--- src/rtl/fft8_pkg.sv ---
// Shared definitions for the 8-point FFT sequencer: state encoding,
// transform size constants and the load-order bit reversal.
package fft8_pkg;

  localparam int FFT_PTS = 8;
  localparam int ADDR_W  = 3;

  // Last sample / output index; 3-bit counts compare against it explicitly.
  localparam logic [ADDR_W-1:0] LAST_IDX   = ADDR_W'(FFT_PTS - 1);
  // Index of the final butterfly stage (log2(FFT_PTS) - 1).
  localparam logic [1:0]        LAST_STAGE = 2'd2;

  typedef enum logic [2:0] {
    S_IDLE,
    S_LOAD,
    S_ISSUE,
    S_DRAIN,
    S_UNLOAD
  } state_t;

  // Reverse the three address bits; DIT wants the input in bit-reversed order.
  function automatic logic [ADDR_W-1:0] bitrev3(input logic [ADDR_W-1:0] a);
    return {a[0], a[1], a[2]};
  endfunction

endpackage

--- src/rtl/fft8_wb_delay.sv ---
// Writeback delay line: carries (valid, upper address, lower address) of each
// butterfly issue through LAT register stages so the buffer write lands when
// the butterfly result emerges from the datapath.
module fft8_wb_delay #(
  parameter int LAT = 4
) (
  input  logic       clk,
  input  logic       srst,
  input  logic       issue_valid,
  input  logic [2:0] issue_addr_a,
  input  logic [2:0] issue_addr_b,
  output logic       wb_valid,
  output logic [2:0] wb_addr_a,
  output logic [2:0] wb_addr_b
);

  genvar gi;
  generate
    for (gi = 0; gi < LAT; gi++) begin : g_tap
      logic       valid_reg;
      logic [2:0] addr_a_reg;
      logic [2:0] addr_b_reg;

      if (gi == 0) begin : g_head
        // First tap captures the issue-cycle addresses.
        always_ff @(posedge clk) begin
          if (srst) begin
            valid_reg  <= 1'b0;
            addr_a_reg <= '0;
            addr_b_reg <= '0;
          end else begin
            valid_reg  <= issue_valid;
            addr_a_reg <= issue_addr_a;
            addr_b_reg <= issue_addr_b;
          end
        end
      end else begin : g_body
        // Later taps shift the previous tap along by one cycle.
        always_ff @(posedge clk) begin
          if (srst) begin
            valid_reg  <= 1'b0;
            addr_a_reg <= '0;
            addr_b_reg <= '0;
          end else begin
            valid_reg  <= g_tap[gi-1].valid_reg;
            addr_a_reg <= g_tap[gi-1].addr_a_reg;
            addr_b_reg <= g_tap[gi-1].addr_b_reg;
          end
        end
      end
    end
  endgenerate

  assign wb_valid  = g_tap[LAT-1].valid_reg;
  assign wb_addr_a = g_tap[LAT-1].addr_a_reg;
  assign wb_addr_b = g_tap[LAT-1].addr_b_reg;

endmodule

--- src/rtl/fft8_sched.sv ---
// Control sequencer for an 8-point radix-2 DIT FFT: loads samples in
// bit-reversed order, issues 3 stages of 4 butterflies with in-place
// writeback after a fixed latency, then unloads results in natural order.
module fft8_sched
  import fft8_pkg::*;
#(
  parameter int N = 3
) (
  input  logic       clk,
  input  logic       rst,
  input  logic       start,
  input  logic       in_valid,
  output logic       in_ready,
  output logic       out_valid,
  input  logic       out_ready,
  output logic       busy,
  output logic       done,
  output logic       wr_en,
  output logic       wr_sel,
  output logic [2:0] wr_addr_a,
  output logic [2:0] wr_addr_b,
  output logic [2:0] rd_addr_a,
  output logic [2:0] rd_addr_b,
  output logic       bfly_en,
  output logic [1:0] tw_idx,
  output logic       scale_req,
  output logic [1:0] stage
);

  // Butterfly path latency: div_sqrt_2 pipeline plus one multiply register.
  localparam int LAT = N + 1;

  state_t     state_reg, state_next;
  logic [2:0] cnt_reg;
  logic [2:0] out_cnt_reg;
  logic [1:0] bcnt_reg;
  logic [1:0] wb_cnt_reg;
  logic [1:0] stage_reg;

  logic       wb_valid;
  logic [2:0] wb_addr_a;
  logic [2:0] wb_addr_b;
  logic       last_wb;

  logic [2:0] span;
  logic [1:0] low_mask;
  logic [1:0] low_bits;
  logic [2:0] iss_addr_a;
  logic [2:0] iss_addr_b;
  logic [1:0] iss_tw;

  // Butterfly leg addresses and twiddle for butterfly bcnt of the current stage.
  always_comb begin
    span       = 3'd1 << stage_reg;
    low_mask   = 2'(span - 3'd1);
    low_bits   = bcnt_reg & low_mask;
    iss_addr_a = (({1'b0, bcnt_reg} >> stage_reg) << (stage_reg + 2'd1)) | {1'b0, low_bits};
    iss_addr_b = iss_addr_a + span;
    iss_tw     = low_bits << (2'd2 - stage_reg);
  end

  // The 4th writeback of a stage closes it; no issue may precede it.
  assign last_wb = wb_valid && (wb_cnt_reg == 2'd3);

  fft8_wb_delay #(
    .LAT(LAT)
  ) u_wb_delay (
    .clk          (clk),
    .srst         (rst),
    .issue_valid  (bfly_en),
    .issue_addr_a (iss_addr_a),
    .issue_addr_b (iss_addr_b),
    .wb_valid     (wb_valid),
    .wb_addr_a    (wb_addr_a),
    .wb_addr_b    (wb_addr_b)
  );

  // State register.
  always_ff @(posedge clk) begin
    if (rst) state_reg <= S_IDLE;
    else     state_reg <= state_next;
  end

  // Next-state decode plus all strobes and addresses.
  always_comb begin
    state_next = state_reg;
    in_ready   = 1'b0;
    out_valid  = 1'b0;
    done       = 1'b0;
    bfly_en    = 1'b0;
    rd_addr_a  = '0;
    rd_addr_b  = '0;
    tw_idx     = '0;
    wr_en      = wb_valid;
    wr_sel     = wb_valid;
    wr_addr_a  = wb_valid ? wb_addr_a : 3'd0;
    wr_addr_b  = wb_valid ? wb_addr_b : 3'd0;
    unique case (state_reg)
      S_IDLE: begin
        if (start) state_next = S_LOAD;
      end
      S_LOAD: begin
        in_ready = 1'b1;
        if (in_valid) begin
          wr_en     = 1'b1;
          wr_sel    = 1'b0;
          wr_addr_a = bitrev3(cnt_reg);
          wr_addr_b = '0;
          if (cnt_reg == LAST_IDX) state_next = S_ISSUE;
        end
      end
      S_ISSUE: begin
        bfly_en   = 1'b1;
        rd_addr_a = iss_addr_a;
        rd_addr_b = iss_addr_b;
        tw_idx    = iss_tw;
        if (bcnt_reg == 2'd3) state_next = S_DRAIN;
      end
      S_DRAIN: begin
        if (last_wb) state_next = (stage_reg == LAST_STAGE) ? S_UNLOAD : S_ISSUE;
      end
      S_UNLOAD: begin
        out_valid = 1'b1;
        rd_addr_a = out_cnt_reg;
        if (out_ready && (out_cnt_reg == LAST_IDX)) begin
          done       = 1'b1;
          state_next = S_IDLE;
        end
      end
      default: state_next = S_IDLE;
    endcase
  end

  // Load, butterfly, writeback, stage and unload counters.
  always_ff @(posedge clk) begin
    if (rst) begin
      cnt_reg     <= '0;
      out_cnt_reg <= '0;
      bcnt_reg    <= '0;
      wb_cnt_reg  <= '0;
      stage_reg   <= '0;
    end else begin
      if (wb_valid) wb_cnt_reg <= wb_cnt_reg + 2'd1;
      unique case (state_reg)
        S_IDLE: begin
          cnt_reg     <= '0;
          out_cnt_reg <= '0;
          bcnt_reg    <= '0;
          stage_reg   <= '0;
        end
        S_LOAD: begin
          if (in_valid) cnt_reg <= (cnt_reg == LAST_IDX) ? 3'd0 : cnt_reg + 3'd1;
        end
        S_ISSUE: begin
          bcnt_reg <= bcnt_reg + 2'd1;
        end
        S_DRAIN: begin
          if (last_wb && (stage_reg != LAST_STAGE)) stage_reg <= stage_reg + 2'd1;
        end
        S_UNLOAD: begin
          if (out_ready) begin
            if (out_cnt_reg == LAST_IDX) begin
              out_cnt_reg <= '0;
              stage_reg   <= '0;
            end else begin
              out_cnt_reg <= out_cnt_reg + 3'd1;
            end
          end
        end
        default: ;
      endcase
    end
  end

  assign busy      = (state_reg != S_IDLE);
  assign scale_req = bfly_en & tw_idx[0];
  assign stage     = stage_reg;

endmodule

--- config.mk ---
export PLATFORM = sky130hd
export DESIGN_NAME = fft8_sched
export DESIGN_NICKNAME = d
export VERILOG_FILES = /design/src/rtl/fft8_pkg.sv /design/src/rtl/fft8_wb_delay.sv /design/src/rtl/fft8_sched.sv
export SDC_FILE = /design/constraint.sdc
export NUM_CORES = 1
export LEC_CHECK = 0
export ABC_AREA = 1
export BUFFER_PORTS_ARGS = -buffer_cell sky130_fd_sc_hd__buf_2
export CORE_UTILIZATION = 60
export CTS_BUF_LIST = sky130_fd_sc_hd__clkbuf_8 sky130_fd_sc_hd__clkbuf_16
export CTS_CLUSTER_SIZE = 25
export DETAILED_ROUTE_END_ITERATION = 10
export PLACE_DENSITY = 0.83
export REMOVE_ABC_BUFFERS = 1
export SLEW_MARGIN = 10
export SYNTH_ARGS = -nofsm -noshare
export SYNTH_HDL_FRONTEND = slang
export SYNTH_HIERARCHICAL = 1
export SYNTH_SLANG_ARGS = --single-unit
export TNS_END_PERCENT = 1
--- constraint.sdc ---
create_clock -name clk -period 5.3 [get_ports clk]
set_input_delay 0.265 -clock clk [delete_from_list [all_inputs] [get_ports clk]]
set_output_delay 0.265 -clock clk [all_outputs]
set_load 0.01 [all_outputs]
==> impl_metrics.ini <==
[status]
outcome = completed

[placed_design]
dpl_cell_area_um2 = 2140
port_buffers = 28
place_congestion = 0.946
place_hpwl_um = 2590

[die]
die_area_um2 = 3580
die_x_um = 59.8
ios = 29
coreArea_um2 = 3100
rows = 20
start_util_pct = 64.6
die_height_um = 59.8

[job]
max-cap-violations = 0

[route]
first_pass_iters = 4
ant_nets = 0
viasPerCell = 4.70
post-route-drc-count = 0
routed_wl_um = 3570
drtIter0Drc = 53
avgRoutedWirePerCell_um = 10.1
via_count = 1668

[grt]
grt_max_degree = 41
grt_use_total_pct = 23.5
antenna_found_initial = 0
grt_overflow = 0
grt_pass1_wl_um = 6070
grt_pass1_vias = 1469

[layout]
regArea_um2 = 861
layout_commonest_cell = inv_1
finalNetCount = 327
final_cell_mix = 59 x inv_1, 55 x nor2_1, 50 x nand2_1
fillerInstances = 279
design_area_um2 = 2250
layout-drive-gt1-share_pct = 17.4
post-route-util_pct = 72.5
antennaDiodeCount = 0
multi_input_comb_area_um2 = 833
area_delta_synth_final_pct = 12.2

[sta]
rsz0062_at_grt = false
max_freq_mhz = 350
hold_violations = 0
timing.final.crit_share_pct = 53.9
finalSetupViolCount = 0
period_needed_ns = 2.86
maxSlewViolCount = 0
fin_worst_skew_ns = 0.00343
worst_pin_slew_ns = 0.696
tns_ns = 0
max_slew_margin_pct = 53.6

[min_path]
hp-class = in -> reg
hold_depth = 5
min_to = out_cnt_reg[1]$_SDFFE_PP0P_
worstHoldStart = out_ready

[clocking]
clkTransAtPathRegs_ns = 0.08
clk_latency_ns = 0.30
h-tree-depth = 2
post_cts_resized = 0
cts-hold-fix-buffers = 0
post_cts_buffers = 0
clockRootBuffer = clkbuf_8
cts_tree = done
cts_buffers = 5
clkSinkCount = 43
clockBufferDepth = 2

[setup_path]
cp-end-kind = primary output
critical_path_class = reg -> out
required_ns = 5.04
worstReg2RegStart = stage[0]$_SDFFE_PP0P_
crit_fanout = 7
r2r_end = u_wb_delay/g_tap[0].addr_b_reg[2]$_SDFF_PP0_
r2r_slack_ns = 2.94
critPathArrivalTime_ns = 2.59
rr_worst_depth = 14
critPathLaunchType = register

[synthesis]
synth-seq-cells = 43
syn_inst = 282
ys_seq_area_share_pct = 42.9
yosysWarnings = 6
synth_cell_types = 23
syn-mean-instance-area_um2 = 7.11
syn_area_um2 = 2010

[pwr]
cellLeakagePower_nw = 1.16
peakVddDrop_mv = 0.291
power_density_nw_per_um2 = 476
[Yosys cell counts]
cell      count  area [um2]
dfxtp_1      43         861
xnor2_1       1        8.76
a211oi_1      1        7.51
buf_4         2        15.0
o31ai_1       1        7.51
o21ai_0       4        20.0
o21ai_1       2        10.0
nand2_1      50         188
nand2_2       3        18.8
ha_1         12         150
clkbuf_1      1        3.75
a21oi_1       7        35.0
nor2_1       55         206
nor3_1        2        10.0
nor2_2        8        50.1
a22o_1        3        26.3
xor2_1        1        8.76
nand4_1       3        18.8
inv_2         7        26.3
inv_1        59         221
o21a_1        1        7.51
buf_6         4        45.0
nand3_1      12        60.1
[critical path, stage by stage (launching register included)]
cell and delay, ns:
dfxtp_1 0.47, inv_1 0.16, ha_1 0.39, inv_1 0.07
nand2_1 0.08, o31ai_1 0.34, ha_1 0.23, ha_1 0.15
inv_1 0.05, nand3_1 0.07, nand2_1 0.07, nor2_1 0.08
buf_2 0.13
[metal layers]
layer	vias to the layer above	part of all wire, %	GRT usage (%)
met3	10	5.4	6.93
met4	0	2.5	12.0
li1	889	-	-
met1	728	45	26.1
met5	-	0	0
met2	41	48	40.5
[layout make-up]
class                   instances  area share, %
well taps                      44           2.45
inverters                      66           11.0
clock inverters                 3           1.95
multi-input cells             166           37.0
repair buffers                 28           6.23
flip-flops and latches         43           38.3
clock buffers                   5           3.06
[where the power goes]
group / leakage, nW / switching (mW) / internal (mW)
Sequential: 0.349 / 0.0436 / 0.370
Clock: 0.0581 / 0.111 / 0.140
Combinational: 0.758 / 0.265 / 0.141
Total: 1.16 / 0.420 / 0.652
[kinds of logic (layout without fill, tap and decap cells)]
group	count (synthesis)	in the layout	synth area share, %
simple gates	133	133	27.5
xor+xnor	2	2	0.874
flops	43	43	42.9
compound gates	19	19	5.68
buf+inv	73	102	15.5
fa+ha+maj	12	12	7.49
[worst max-delay path by stage]
stage / startpoint / to / slack [ns] / depth (start not counted)
global route: stage[0]$_SDFFE_PP0P_ / rd_addr_b[2] / 2.11 / 12
floorplan: stage[0]$_SDFFE_PP0P_ / rd_addr_b[2] / 3.00 / 11
CTS: stage[0]$_SDFFE_PP0P_ / rd_addr_b[2] / 2.45 / 12
detailed placement: stage[0]$_SDFFE_PP0P_ / rd_addr_b[2] / 2.80 / 12
global placement: stage[0]$_SDFFE_PP0P_ / rd_addr_b[2] / 2.91 / 12
finish: stage[0]$_SDFFE_PP0P_ / rd_addr_b[2] / 2.44 / 12
[through the flow]
stage               total power, mW  cells  setup slack, ns  hold WS (ns)
floorplan                     0.716    275             3.00         0.332
global placement              0.810    347             2.91         0.388
detailed placement            0.824    347             2.80         0.395
CTS                            1.08    355             2.45         0.311
global route                   1.17    355             2.11         0.377
finish                         1.07    355             2.44         0.321
(Power assumes the default switching activity.)
